[src/rtl/mvu_pkg.sv]
// Shared types and sizing helpers for the MVU stream sequencer.
package mvu_pkg;

  typedef enum logic {FILL, REUSE} mvu_ctrl_state_t;

  function automatic int w_min1(input int n);
    return (n <= 1) ? 1 : $clog2(n);
  endfunction

  function automatic int sf_of(input int mw, input int simd);
    return mw / simd;
  endfunction

  function automatic int nf_of(input int mh, input int pe);
    return mh / pe;
  endfunction

  function automatic int addr_w(input int mw, input int simd,
                                input int mh, input int pe);
    return w_min1(sf_of(mw, simd) * nf_of(mh, pe));
  endfunction

endpackage

[src/rtl/mvu_act_buf.sv]
// One-vector activation buffer: sync write, async read, no data reset.
module mvu_act_buf #(
  parameter int DEPTH = 4,
  parameter int W     = 8,
  parameter int AW    = 2
) (
  input  logic          clock,
  input  logic          we,
  input  logic [AW-1:0] addr,
  input  logic [W-1:0]  wdata,
  output logic [W-1:0]  rdata
);

  logic [W-1:0] mem_q [DEPTH];

  always_ff @(posedge clock) begin
    if (we) mem_q[addr] <= wdata;
  end

  assign rdata = mem_q[addr];

endmodule

[src/rtl/mvu_stream_ctrl.sv]
// SF/NF fold sequencer for one MVU stream with activation reuse buffer.
// Optional perf counters are enabled by defining MVU_CTRL_PERF_EN.
module mvu_stream_ctrl
  import mvu_pkg::*;
#(
  parameter int SIMD     = 2,
  parameter int TSrcI    = 4,
  parameter int MATRIX_W = 8,
  parameter int PE       = 2,
  parameter int MATRIX_H = 4
) (
  input  logic clock,
  input  logic reset,
  input  logic in_v,
  output logic in_rdy,
  input  logic [TSrcI*SIMD-1:0] in_act,
  input  logic out_rdy,
  output logic [TSrcI*SIMD-1:0] pe_act,
  output logic [addr_w(MATRIX_W, SIMD, MATRIX_H, PE)-1:0] wgt_addr,
  output logic do_mvu_stream,
  output logic sf_clr,
  output logic beat_last,
  output logic busy
`ifdef MVU_CTRL_PERF_EN
  ,
  output logic [31:0] perf_beats,
  output logic [31:0] perf_stall_in,
  output logic [31:0] perf_stall_out
`endif
);

  localparam int SF = sf_of(MATRIX_W, SIMD);
  localparam int NF = nf_of(MATRIX_H, PE);
  localparam int W  = TSrcI * SIMD;
  localparam int AW = addr_w(MATRIX_W, SIMD, MATRIX_H, PE);
  localparam int SW = w_min1(SF);
  localparam int NW = w_min1(NF);

  mvu_ctrl_state_t state_q, state_d;
  logic [SW-1:0] sf_q, sf_d;
  logic [NW-1:0] nf_q, nf_d;
  logic [W-1:0]  buf_rd;
  logic fill, issue, sf_wrap, nf_wrap;

  always_comb begin
    fill    = (state_q == FILL);
    in_rdy  = fill && out_rdy;
    issue   = !reset && out_rdy && (!fill || in_v);
    sf_wrap = (sf_q == SW'(SF - 1));
    nf_wrap = (nf_q == NW'(NF - 1));
    pe_act  = fill ? in_act : buf_rd;
    wgt_addr      = AW'(int'(nf_q) * SF + int'(sf_q));
    do_mvu_stream = issue;
    sf_clr        = issue && (sf_q == '0);
    beat_last     = issue && sf_wrap;
    busy          = !fill || (sf_q != '0);
  end

  always_comb begin
    state_d = state_q;
    sf_d    = sf_q;
    nf_d    = nf_q;
    if (issue) begin
      if (sf_wrap) begin
        sf_d = '0;
        if (nf_wrap) begin
          nf_d    = '0;
          state_d = FILL;
        end else begin
          nf_d    = nf_q + NW'(1);
          state_d = REUSE;
        end
      end else begin
        sf_d = sf_q + SW'(1);
      end
    end
  end

  always_ff @(posedge clock or posedge reset) begin
    if (reset) begin
      state_q <= FILL;
      sf_q    <= '0;
      nf_q    <= '0;
    end else begin
      state_q <= state_d;
      sf_q    <= sf_d;
      nf_q    <= nf_d;
    end
  end

  // With a single neuron fold nothing is ever replayed, so no storage.
  if (NF > 1) begin : g_buf
    mvu_act_buf #(
      .DEPTH (SF),
      .W     (W),
      .AW    (SW)
    ) u_buf (
      .clock (clock),
      .we    (issue && fill),
      .addr  (sf_q),
      .wdata (in_act),
      .rdata (buf_rd)
    );
  end else begin : g_nobuf
    assign buf_rd = in_act;
  end

`ifdef MVU_CTRL_PERF_EN
  logic [31:0] beats_q, beats_d;
  logic [31:0] st_in_q, st_in_d;
  logic [31:0] st_out_q, st_out_d;

  always_comb begin
    beats_d  = beats_q + 32'(issue);
    st_in_d  = st_in_q + 32'(fill && !in_v && out_rdy);
    st_out_d = st_out_q + 32'(!out_rdy);
  end

  always_ff @(posedge clock or posedge reset) begin
    if (reset) begin
      beats_q  <= '0;
      st_in_q  <= '0;
      st_out_q <= '0;
    end else begin
      beats_q  <= beats_d;
      st_in_q  <= st_in_d;
      st_out_q <= st_out_d;
    end
  end

  assign perf_beats     = beats_q;
  assign perf_stall_in  = st_in_q;
  assign perf_stall_out = st_out_q;
`endif

endmodule

[config.mk]
export PLATFORM = sky130hd
export DESIGN_NAME = mvu_stream_ctrl
export DESIGN_NICKNAME = d
export VERILOG_FILES = /design/src/rtl/mvu_pkg.sv /design/src/rtl/mvu_act_buf.sv /design/src/rtl/mvu_stream_ctrl.sv
export SDC_FILE = /design/constraint.sdc
export NUM_CORES = 1
export LEC_CHECK = 0
export BUFFER_PORTS_ARGS = -buffer_cell sky130_fd_sc_hd__buf_2
export CELL_PAD_IN_SITES_DETAIL_PLACEMENT = 1
export CELL_PAD_IN_SITES_GLOBAL_PLACEMENT = 2
export CORE_MARGIN = 2
export CORE_UTILIZATION = 38
export DETAILED_ROUTE_END_ITERATION = 10
export GPL_TIMING_DRIVEN = 0
export PLACE_DENSITY_LB_ADDON = 0.1
export SKIP_CTS_REPAIR_TIMING = 1
export SLEW_MARGIN = 20
export SYNTH_ARGS = -nofsm -noshare
export SYNTH_HDL_FRONTEND = slang
export SYNTH_SLANG_ARGS = --single-unit
[constraint.sdc]
create_clock -name clock -period 2.3 [get_ports clock]
set_input_delay 0.23 -clock clock [delete_from_list [all_inputs] [get_ports clock]]
set_output_delay 0.23 -clock clock [all_outputs]
set_load 0.02 [all_outputs]
==> metrics, run 1 <==
status=finished clean; critical path's largest stage delay=660 ps; mean post-synth cell area=15.1 µm²; pwr/cell area=~1100 nW/µm²; final wirelength=3330 µm; Placement Cell Area=1830 µm²; Filler Cell Count=between 400 and 500; Root Buffer=clkbuf_8; area of the multi-input gates=538 µm²; Setup CP Type=primary input to register; Net Sw Power=812 µW; clock share of power=0.196; max_cap viols=0; DIE AREA=4830 µm²; I/O pin cnt=28; endpoints failing setup=0; Core ar.=approximately 4000 µm²; synthesis-to-finish area growth=17.7%; layout cell share with drive strength beyond 1=0.389; WP buf/inv=2; reg-to-reg startpoint=state_q; FF-to-FF End=g_buf.u_buf.mem_q[3][3]; Net Count, Synth=~120; most common cell in the synthesized netlist=edfxtp_1; Netlist cell types=24; Worst Tran Pin Value=830 ps; clock-pin slew on the worst setup and hold paths=70 ps; R2R Setup Slk=430 ps; 1st-iter DRT viols=70; placed insts=185; DRT Pass-1 Iters=4; Pins Over Slew Limit=0; DRC=0; diode count=0; synthesized instance count=108; element type at the critical path start=primary input; buffers added on ports=27; min-delay src=in_act[7]; Sink Count=35; Switching Share=0.376; required time of the critical path=about 2200 ps; Final Power=approximately 2.2 mW; most frequent cells after synthesis=32 x edfxtp_1, 8 x mux2_4, 8 x mux2i_1, 8 x o21ai_1, 7 x a21oi_2; dpl hpwl=2190 µm; Final WS setup=243 ps; Peak Freq=486 MHz; final instance area=1920 µm²; total grt overflow=0; worst skew pair latency=290 ps; initial antenna violation count=0; Peak VDD IR=0.501 mV; RSZ-0062 raised after global routing=no; initial core utilization=0.401; dpl ws=~380 ps; sequential power share=0.368; largest net degree at the start of global routing=11; WL/cell=17.1 µm; Chip Height=69.5 µm; cts bufs inserted=5; row count=23; Worst slew margin=0.445; WP data arrival=1970 ps; Clock Skew=1.42 ps; Slowest-stage cell, CP=nor2_1; Post-synth EDFFs=32; Post-synth ARST share=0.0857; critical-path maximum fanout=8; Lkg Pwr=around 0.78 nW; Seq/Total Area, Yosys=0.636; Yosys top cell by area=edfxtp_1; Hold Path End=g_buf.u_buf.mem_q[0][7]; CP cell instances=dlygate4sd3_1, buf_2, and2b_1, nand3_1, nor2_1; via count=947; Pint=between 1 and 1.5 mW; gpl congestion=0.690; gr usage total=0.152; H-tree depth=2; reg2reg path depth=3; Setup TNS Final=0 ps; Synth top area share=0.590; final worst path period need=slightly above 2000 ps; Cell Count, Final, Fillers Out=~190; kind of end point of the critical path=register; delay-heaviest family, CP=simple AND/OR/NAND/NOR gates; FF+latch count, synth=35; worst hold path class=primary input to register; Nets=about 160; ys flop type=edfxtp_1; die width=69.5 µm; number of synthesis warnings=0; global-route wire length before repair=5500 µm; vias in the first global route=1046; synth top area cells=edfxtp_1 59%, mux2_4 7.4%, mux2i_1 4.9%; routed vias/inst=4.88; Clock Path Buffers=2; CTS tree=yes; post-route ant nets=0; Hold Crit Depth=1; register area=1040 µm²; Hold Violations, Final=0; period utilization=0.894; Netlist Area Pre-Place=1630 µm²; Comb power frac=0.436
state kept, by name, indices dropped and copies added (netlist names):
name	cells
g_buf.u_buf.mem_q	32
state_q	1
sf_q	2
per-layer routing:
layer | track usage | up-vias | wire length [µm]
met3 | 0.0422 | 6 | 129
met4 | 0.0588 | 0 | 53
met5 | 0 | - | 0
li1 | - | 463 | -
met1 | 0.198 | 457 | 1530
met2 | 0.243 | 21 | 1620
stage by stage:
stage	hold WS (ps)	util
after floorplan	-11.2	-
after global placement	117	0.450
after detailed placement	134	0.450
after CTS	-174	0.470
after global routing	171	0.473
final	173	0.473
power groups by stage:
stage | logic, mW | clock network, mW | registers, mW
after global placement | 0.946 | 0 | 0.807
after floorplan | 0.673 | 0 | 0.815
final | 0.942 | 0.424 | 0.794
after global routing | 1.04 | 0.464 | 0.803
after detailed placement | 0.957 | 0 | 0.810
after CTS | 0.962 | 0.433 | 0.796
cell type report:
class,count,share of cell area
well taps,50,0.0326
clock inverters,1,0.00261
multi-input cells,64,0.280
clock buffers,7,0.0398
flip-flops and latches,35,0.540
plain buffers,5,0.0209
repair buffers,28,0.0757
inverters,4,0.00783
placed cells by master, fill, tap and decap left out, types with 2 or more instances in the layout:
master and count:
and2b_1 6, nor2_1 2, o21ai_2 2, mux2i_1 8
o21ai_1 8, and2_1 3, clkbuf_1 2, inv_1 4
buf_6 2, clkbuf_8 5, nor2b_1 5, a21oi_2 7
dfrtp_1 3, ha_1 4, buf_2 29, edfxtp_1 32
nand3_1 3, mux2_4 8, and3_1 2
cell families after synthesis:
logic type | after synthesis | synth area share
compound gates | 18 | 0.0760
buf+inv | 9 | 0.0338
fa+ha+maj | 4 | 0.0307
mux | 16 | 0.123
flops | 35 | 0.636
xor+xnor | 1 | 0.00538
simple gates | 25 | 0.0952
how the worst max path moves through the flow:
stage / depth (start not counted) / from / end / slack (ps)
detailed placement: 5 / sf_q[0] / g_buf.u_buf.mem_q[0][2] / 380
finish: 5 / reset / g_buf.u_buf.mem_q[3][3] / 240
CTS: 4 / state_q / pe_act[0] / 260
global placement: 3 / state_q / g_buf.u_buf.mem_q[3][3] / 390
global route: 4 / state_q / pe_act[4] / 100
floorplan: 5 / sf_q[0] / g_buf.u_buf.mem_q[0][0] / 620
Power figures use the tool's default switching activity.
==> run 2: changes to the inputs <==
==> constraint.sdc (replaced) <==
create_clock -name clock -period 2.3 [get_ports clock]
set_input_delay 0 -clock clock [delete_from_list [all_inputs] [get_ports clock]]
set_output_delay 0 -clock clock [all_outputs]
set_load 0.02 [all_outputs]
==> metrics, run 2 (synthesized netlist as in run 1, its figures left out) <==
critical path's largest stage delay=660 ps; Pins Over Slew Limit=0; Net Sw Power=around 810 µW; Chip Height=69.5 µm; routed vias/inst=4.80; Pint=1.36 mW; final wirelength=3380 µm; CTS tree=yes; GR Layer Usage met2=0.243; total grt overflow=0; worst hold slack=around 160 ps; initial core utilization=0.401; Reg with most FFs=g_buf.u_buf.mem_q; clock-pin slew on the worst setup and hold paths=70 ps; buffers added on ports=27; via count=969; Final WS setup=432 ps; layout cell share with drive strength beyond 1=0.368; dpl ws=between 300 and 400 ps; status=finished clean; Filler Cell Count=422; WP buf/inv=0; gpl congestion=~0.69; Comb power frac=0.439; row count=23; Lkg Pwr=0.812 nW; Clock Path Buffers=2; most frequent cells in the layout=32 x edfxtp_1, 29 x buf_2, 9 x dlygate4sd3_1; worst skew pair latency=290 ps; critical-path maximum fanout=8; DIE AREA=4830 µm²; kind of end point of the critical path=register; WL/cell=16.8 µm; worst hold path class=primary input to asynchronous set/reset pin; period utilization=0.812; sequential power share=0.366; Clock Skew=1.54 ps; delay-heaviest family, CP=simple AND/OR/NAND/NOR gates; H-tree depth=2; post-route ant nets=0; Core ar.=4060 µm²; Peak Freq=535 MHz; Setup CP Type=register to register; Root Buffer=clkbuf_8; Worst slew margin=0.446; gr usage total=0.152; Top Registers=g_buf.u_buf.mem_q: 32 flops, sf_q: 2 flops, state_q: 1 flops; DRC=0; met1 Use GR=0.198; I/O pin cnt=28; diode count=0; global-route wire length before repair=5500 µm; commonest non-fill, non-tap cell in the layout=edfxtp_1; Worst Tran Pin Value=828 ps; Switching Share=0.375; Most Used Layer, Global Route=met2; CP cell instances=or2_1, nand3_1, nor2_1; initial antenna violation count=0; dpl hpwl=2190 µm; WP data arrival=roughly 1800 ps; Largest register FFs=32; Nets=167; Slowest-stage cell, CP=nor2_1; RSZ-0062 raised after global routing=no; Final Power=2.17 mW; endpoints failing setup=0; max_cap viols=0; element type at the critical path start=register; Sink Count=35; required time of the critical path=2220 ps; register area=between 1000 and 1500 µm²; Setup TNS Final=0 ps; die width=69.5 µm; final worst path period need=~1900 ps; synthesis-to-finish area growth=22.7%; vias in the first global route=between 1000 and 1500; 1st-iter DRT viols=73; cts bufs inserted=5; DRT Pass-1 Iters=4; Peak VDD IR=0.501 mV; area of the multi-input gates=about 540 µm²; largest net degree at the start of global routing=11; grt met3 use=0.0422; Hold Violations, Final=0; clock share of power=0.195; pwr/cell area=about 1100 nW/µm²
-- run 2: changes by cell type in the layout (fill, tap and decap cells not counted) --
cell,before,now
dlygate4sd3_1,1,9
-- run 2: final timing paths --
path / start / to / slack (ps) / cells after the start
max: state_q / g_buf.u_buf.mem_q[3][3] / 430 / 3
min: reset / sf_q[0] / 160 / 3
max reg2reg: state_q / g_buf.u_buf.mem_q[3][3] / 430 / 3
min reg2reg: sf_q[1] / sf_q[1] / 680 / 2
max in group asynchronous: reset / state_q / 1980 / 3
min in group clock: in_v / sf_q[1] / 170 / 4
-- run 2: stage by stage --
step | instance area (µm²) | std cells | utilization
floorplan | 1630 | 108 | -
global placement | 1830 | 185 | 0.450
detailed placement | 1830 | 185 | 0.450
CTS | 1910 | 193 | 0.470
global route | 2000 | 202 | 0.492
finish | 2000 | 202 | 0.492
-- run 2: cell type report --
| type | count | share of cell area |
|---|---|---|
| plain buffers | 5 | 0.0200 |
| multi-input cells | 64 | 0.269 |
| clock inverters | 1 | 0.00250 |
| clock buffers | 7 | 0.0382 |
| well taps | 50 | 0.0313 |
| inverters | 4 | 0.00751 |
| flip-flops and latches | 35 | 0.518 |
| repair buffers | 36 | 0.113 |
-- run 2: power groups by stage --
stage	clock network, mW	logic [mW]	registers, mW
finish	0.424	0.953	0.794
global placement	0	0.946	0.807
floorplan	0	0.673	0.815
CTS	0.433	0.962	0.796
detailed placement	0	0.957	0.810
global route	0.464	1.05	0.803
-- run 2: worst register-to-register path, delay by kind of cell (launching register included) --
kind / cells / cell delay, ps
and+or+nand+nor: 3 / 1050
DFF: 1 / 450
-- run 2: layer usage --
| metal | routed length, µm | vias up | share of wire |
|---|---|---|---|
| met4 | 53 | 0 | 0.016 |
| li1 | - | 477 | - |
| met3 | 131 | 6 | 0.039 |
| met1 | 1560 | 465 | 0.46 |
| met5 | 0 | - | 0 |
| met2 | 1640 | 21 | 0.49 |
==> run 3: changes to the inputs <==
==> constraint.sdc (replaced) <==
create_clock -name clock -period 1.86 [get_ports clock]
set_input_delay 0 -clock clock [delete_from_list [all_inputs] [get_ports clock]]
set_output_delay 0 -clock clock [all_outputs]
set_load 0.02 [all_outputs]
==> metrics, run 3 (synthesized netlist as in run 1, its figures left out) <==
status=finished clean; Core ar.=between 4000 and 5000 µm²; DRT Pass-1 Iters=4; post-route ant nets=0; final wirelength=~3400 µm; Lkg Pwr=0.814 nW; CTS tree=yes; dpl hpwl=2190 µm; synthesis-to-finish area growth=23.4%; 1st-iter DRT viols=between 70 and 80; RSZ-0062 raised after global routing=no; largest net degree at the start of global routing=11; worst skew pair latency=290 ps; critical path's largest stage delay=440 ps; Largest register FFs=32; die width=69.5 µm; layout cell share with drive strength beyond 1=0.401; clock-pin slew on the worst setup and hold paths=70 ps; endpoints failing setup=0; critical-path maximum fanout=10; Worst slew margin=0.657; vias in the first global route=1046; pwr/cell area=between 1000 and 1500 nW/µm²; Clock Skew=1.38 ps; I/O pin cnt=28; WP data arrival=approximately 1700 ps; placed insts=185; worst hold path class=primary input to asynchronous set/reset pin; worst hold slack=158 ps; most frequent cells in the layout=32 x edfxtp_1, 29 x buf_2, 9 x dlygate4sd3_1; gpl congestion=0.690; Post-Route Utilization=0.496; Chip Height=just under 70 µm; max_cap viols=0; kind of end point of the critical path=register; Sink Count=35; Hold Violations, Final=0; Filler Cell Count=around 430; Worst Tran Pin Value=~500 ps; Pins Over Slew Limit=0; H-tree depth=2; initial antenna violation count=0; required time of the critical path=1840 ps; Cell Count, Final, Fillers Out=202; DIE AREA=4830 µm²; cts bufs inserted=5; initial core utilization=0.401; Nets=167; via count=972; buffers added on ports=27; Slowest-stage cell, CP=dfrtp_2; total grt overflow=0; Peak Freq=585 MHz; Top Registers=g_buf.u_buf.mem_q: 32 flops, sf_q: 2 flops, state_q: 1 flops; element type at the critical path start=register; gr usage total=0.152; diode count=0; Clock Path Buffers=2; CP cell instances=buf_8, buf_6, inv_1, ha_1, and2_2; row count=23; Root Buffer=clkbuf_8; Peak VDD IR=0.620 mV; commonest non-fill, non-tap cell in the layout=edfxtp_1; routed vias/inst=4.81; period utilization=0.919; final worst path period need=1710 ps; global-route wire length before repair=5500 µm; Reg with most FFs=g_buf.u_buf.mem_q; Setup CP Type=register to register; WL/cell=16.8 µm; DRC=0
-- run 3: worst max-delay path: cells and delay by family (launching register included) --
family	cells	cell delay, ps
fa+ha+maj	1	200
buf+inv	3	460
flops	1	440
simple gates	1	290
-- run 3: layout make-up --
type / instances / area (µm²) / area share
Sequential cell: 35 / 1040 / 0.516
Multi-Input combinational cell: 64 / 546 / 0.271
Timing Repair Buffer: 36 / 225 / 0.112
Clock buffer: 7 / 76.3 / 0.0380
Tap cell: 50 / 62.6 / 0.0311
Buffer: 5 / 43.8 / 0.0218
Inverter: 4 / 15.0 / 0.00747
Clock inverter: 1 / 5.00 / 0.00249
-- run 3: through the flow --
step | setup slack, ps | setup TNS [ps] | area (µm²) | power [mW]
6_report | 150 | 0 | 2010 | 2.70
5_1_grt | 44.3 | 0 | 2010 | 2.88
4_1_cts | -73.9 | -1040 | 1910 | 2.71
3_5_place_dp | -60.7 | -786 | 1830 | 2.19
3_3_place_gp | -49.9 | -710 | 1830 | 2.17
2_1_floorplan | 181 | 0 | 1630 | 1.84
-- run 3: power breakdown --
part           switching (mW)  total, mW  internal, mW  leakage [nW]
Sequential             0.0606      0.987         0.926         0.324
Clock                   0.261      0.524         0.262        0.0422
Combinational           0.691       1.19         0.501         0.447
-- run 3: path summary, 6_finish.rpt --
| kind | start | to | slack (ps) | depth (start not counted) |
|---|---|---|---|---|
| setup / recovery | sf_q[0] | g_buf.u_buf.mem_q[0][3] | 150 | 5 |
| setup reg to reg | sf_q[0] | g_buf.u_buf.mem_q[0][3] | 150 | 5 |
| hold / removal | reset | sf_q[1] | 160 | 3 |
| min in group clock | in_v | sf_q[1] | 170 | 4 |
| max in group asynchronous | reset | sf_q[0] | 1530 | 3 |
| hold reg to reg | sf_q[1] | sf_q[1] | 690 | 2 |
-- run 3: routing by layer --
metal  up-vias  routed length (µm)  global-route usage
met3         7                 129              0.0422
met1       467                1550               0.198
li1        477                   -                   -
met4         0                  56              0.0588
met5         -                   0                   0
met2        21                1650               0.243
